## config.mk

```make
export PLATFORM = sky130hd
export DESIGN_NAME = decoder
export DESIGN_NICKNAME = d
export VERILOG_FILES = /design/src/rtl/decoder.sv
export SDC_FILE = /design/constraint.sdc
export NUM_CORES = 1
export LEC_CHECK = 0
export BUFFER_PORTS_ARGS = -buffer_cell sky130_fd_sc_hd__buf_2
export CELL_PAD_IN_SITES_DETAIL_PLACEMENT = 0
export CELL_PAD_IN_SITES_GLOBAL_PLACEMENT = 2
export CORE_MARGIN = 3
export CORE_UTILIZATION = 23
export DETAILED_ROUTE_END_ITERATION = 12
export GPL_TIMING_DRIVEN = 0
export PLACE_DENSITY_LB_ADDON = 0.2
export SLEW_MARGIN = 10
export SYNTH_ARGS = -nofsm -noshare
export SYNTH_HDL_FRONTEND = slang
export SYNTH_SLANG_ARGS = --single-unit
```

## constraint.sdc

```tcl
create_clock -name clk -period 0.8 [get_ports clk]
set_input_delay 0.04 -clock clk [delete_from_list [all_inputs] [get_ports clk]]
set_output_delay 0.04 -clock clk [all_outputs]
set_load 0.02 [all_outputs]
```

## src/rtl/decoder.sv

```systemverilog
// Registered 4-to-16 one-hot decoder: o1 shows the one-hot decode of {e,x,y,z}
// one clock after the inputs are sampled. It clears synchronously while rst_n is low.
module decoder (
  output logic [15:0] o1,
  input  logic        e,
  input  logic        x,
  input  logic        y,
  input  logic        z,
  input  logic        clk,
  input  logic        rst_n
);

  logic [3:0]  sel;
  logic [15:0] decode_next;
  logic [15:0] o1_reg;

  assign sel = {e, x, y, z};

  // Each code is listed explicitly. An X or Z in sel then matches no item
  // and falls to the all-zero default.
  always_comb begin
    decode_next = 16'h0000;
    case (sel)
      4'd0:    decode_next = 16'h0001;
      4'd1:    decode_next = 16'h0002;
      4'd2:    decode_next = 16'h0004;
      4'd3:    decode_next = 16'h0008;
      4'd4:    decode_next = 16'h0010;
      4'd5:    decode_next = 16'h0020;
      4'd6:    decode_next = 16'h0040;
      4'd7:    decode_next = 16'h0080;
      4'd8:    decode_next = 16'h0100;
      4'd9:    decode_next = 16'h0200;
      4'd10:   decode_next = 16'h0400;
      4'd11:   decode_next = 16'h0800;
      4'd12:   decode_next = 16'h1000;
      4'd13:   decode_next = 16'h2000;
      4'd14:   decode_next = 16'h4000;
      4'd15:   decode_next = 16'h8000;
      default: decode_next = 16'h0000;
    endcase
  end

  always_ff @(posedge clk) begin
    if (!rst_n) begin
      o1_reg <= 16'h0000;
    end else begin
      o1_reg <= decode_next;
    end
  end

  assign o1 = o1_reg;

endmodule

```

### Word level (Yosys, flattened, before mapping)

Memories as Yosys holds them, arrays and structs flattened. A register that Yosys moved wholly into a read port is not among the register bits.
Cells that the tools add are included.

| cells by class | value |
|---|---|
| add/sub/neg operators | 0 |
| multipliers | 0 |
| div/mod/pow operators | 0 |
| magnitude comparators | 0 |
| eq/ne operators | 0 |
| shift operators | 0 |
| multiplexer cells | 0 |
| bitwise gates (word level) | 0 |
| reductions and logical operators | 1 |

Operators with widths:

| kind | number |
|---|---|
| logical NOT 1 bit | 1 |

| storage, ports and cells | value |
|---|---|
| register bits | 0 |
| bits in latches | 0 |
| bits in writable memories | 0 |
| ROM bits | 256 |
| memories | 1 |

Memories:

| memory | depth | bits a word | rd ports | clocked after Yosys merged registers in | wr ports | RTL line | text |
|---|---|---|---|---|---|---|---|
| (no name shown) | 16 | 16 | 1 | 1 | 0 | 23 | `case (sel)` |

### Longest topological paths before layout

| logic depth | value |
|---|---|
| word-level depth | 1 |
| gate-level depth with buffers | 2 |
| gate-level depth less buffers | 2 |

### Least setup slack after synthesis

Ideal clock, no wire load.

| timing | value |
|---|---|
| path kind | input to register |
| start point | in x |
| end point | reg o1_reg[0] (netlist: o1[0]) |
| setup time | 0.073 ns |
| arrival | 0.523 ns |
| required time | 0.727 ns |
| setup slack | 0.204 ns |
| cell stages on the path | 2 |
| buffers on the path | 0 |
| path through | or3b_4 > nor3_2 |

RTL lines:

| element | RTL line | text |
|---|---|---|
| start: declaration | 6 | `input logic x,` |
| end: declaration | 15 | `logic [15:0] o1_reg;` |

### Worst setup path in the final report

| timing | value |
|---|---|
| start point | reg o1_reg[4] (netlist: o1[4]) |
| end point | out o1[4] |

RTL lines:

| element | RTL line | text |
|---|---|---|
| end: declaration | 4 | `output logic [15:0] o1,` |

No word-level cell between the ends.

==> reports/results.txt <==
status - complete, no violations
Critical-path top delay cell - dfxtp_1
Max FO, Critical Path - 1
combinational group share of total power - 8.4%
Pins Over Slew Limit - 0
Final Setup Violations - 0
final hold viol count - 0
CP Data Required Time - 0.76 ns
Total GRT Usage - 8.33%
crit end category - output port
CTS tree - built
crit path kind - flip-flop to output port
die height - 49.6 um
Worst Hold Slack - 0.0791 ns
crit-path cells - buf_6
worst IR drop on VDD - 0.000760 V
DRC - 0
row count - 15
Power Dens Cells - 1900 nW/um^2
Diodes inserted - 0
vias in the first global route - 364
DP Cell Count - 85
sequential share of the synthesized area - 73.1%
Pint - 1150 uW
min cycle time layout - 0.767 ns
Core Region - 1760 um^2
IO Port Bufs - 21
syn_area_per_cell - 11.2 um^2
Ys Warns - 0
final wirelength - 961 um
DR pass1 iterations - 4
leak pwr - 0.000335 uW
Net Count, Synth - 45
clock buffer count from CTS - 3
max reg flops - 16
CTS H-tree depth - 1
via count - 363
GPL Wtd Cong - 0.638
die width - 49.6 um
WP buf/inv - 1
first-pass GRT wire length - 1.56 mm
Slew @ Worst Pin - 0.235 ns
cells after synthesis - 39
CTS sink cnt - 16
Max-Cap Viols - 0
initial antenna violation count - 0
die area - 2460 um^2
CP top delay family - flip-flops
Slew headroom - 84.3%
Via-to-Cell Ratio - 3.90
largest net degree at the start of global routing - 10
critical path startpoint category - flip-flop
Initial Util - 24.8%
CP peak stage delay - 0.34 ns
Max clock buf depth - 2
initial DRC count - 6
num ports - 22
CTS clk-pin slew, worst paths - 0.09 ns
Peak Freq - 1.30 GHz
Flop pwr share - 56.0%
switching component of the power - 311 uW
switching share of power - 21.4%
HP Class - primary input to flip-flop
layout cell share with drive strength beyond 1 - 58.8%
Synth Register Bits - 16
Unique masters post-synth - 9
Post-DRT Antenna Nets - 0
Syn Std Cell Area - 438 um^2
setup repair after global routing missed its margin - yes
DR WL/cell - 10.3 um
Root Driver - clkbuf_4
Clock Power Share - 35.6%
post-route clock period utilization - 95.8%
crit path DAT - 0.73 ns
Area growth syn-to-layout - 75.7%
Layout Cells excl Fill - 93
Final Util - 43.6%
nets - 75
DPL Wire Length - 684 um
total grt overflow - 0
setup TNS - 0 ns
-- synth_stat cells --
library cell	n	area [um^2]
nor3_2	1	10.0
dfxtp_1	16	320
nand2b_1	2	12.5
nor3_1	3	15.0
nand3b_1	2	15.0
nand2_1	1	3.75
or3b_4	1	11.3
nor2_1	12	45.0
nand3_1	1	5.00
-- area by class of cell --
cell class / instances / area [um^2]
Timing Repair Buffer: 25 / 244
Tap cell: 25 / 31.3
Clock buffer: 4 / 36.3
Fill cell: 200 / 995
Sequential cell: 16 / 335
Multi-Input combinational cell: 23 / 123
-- what timing repair did --
action                                  4_1_cts  5_1_grt
endpoints found under the setup margin        3       17
resized for setup                             3       42
endpoints found under the hold margin         1        0
hold buffers                                  4        0
buffers inserted                              0        0
-- power by group through the flow --
stage,clock network [uW],logic [uW],registers (uW)
floorplan,0,28.1,848
global placement,0,91.6,830
detailed placement,0,90.9,830
CTS,531,108,812
global route,575,133,818
finish,519,123,816
-- layer usage --
layer	track usage [%]	part of all wire, %	vias to the layer above
met5	0	0	-
met2	12.6	49	12
li1	-	-	184
met3	3.32	6.6	0
met4	4.15	0	0
met1	10.2	44	167
-- final timing paths --
| path | depth (start not counted) | endpoint | slack, ns | start |
|---|---|---|---|---|
| max | 1 | o1[4] | 0.03 | o1[4]$_SDFF_PP0_ |
| min | 3 | o1[0]$_SDFF_PP0_ | 0.08 | e |
-- per-stage QoR --
stage	total power [uW]	area, um^2	worst slack [ns]
floorplan	877	438	0.204
global placement	922	574	0.0406
detailed placement	921	574	0.0371
CTS	1450	658	0.00545
global route	1530	769	-0.00754
finish	1460	769	0.0335
-- logic make-up (layout without fill, tap and decap cells) --
family	after synthesis	in the layout	share of synthesized area (%)
simple gates	23	23	26.9
flops	16	16	73.1
buf+inv	0	29	0
-- cell usage in the layout (no fill, tap or decap) --
master,count
dfxtp_1,4
clkbuf_4,3
nand2_1,1
nor3_1,2
nor3_2,2
dlymetal6s4s_1,1
dfxtp_2,12
buf_4,1
nand3_1,1
buf_6,15
nor2_1,12
nand3b_1,2
or3b_4,1
buf_2,5
clkbuf_8,1
nand2b_1,2
dlygate4sd3_1,3
Power figures use the tool's default switching activity.
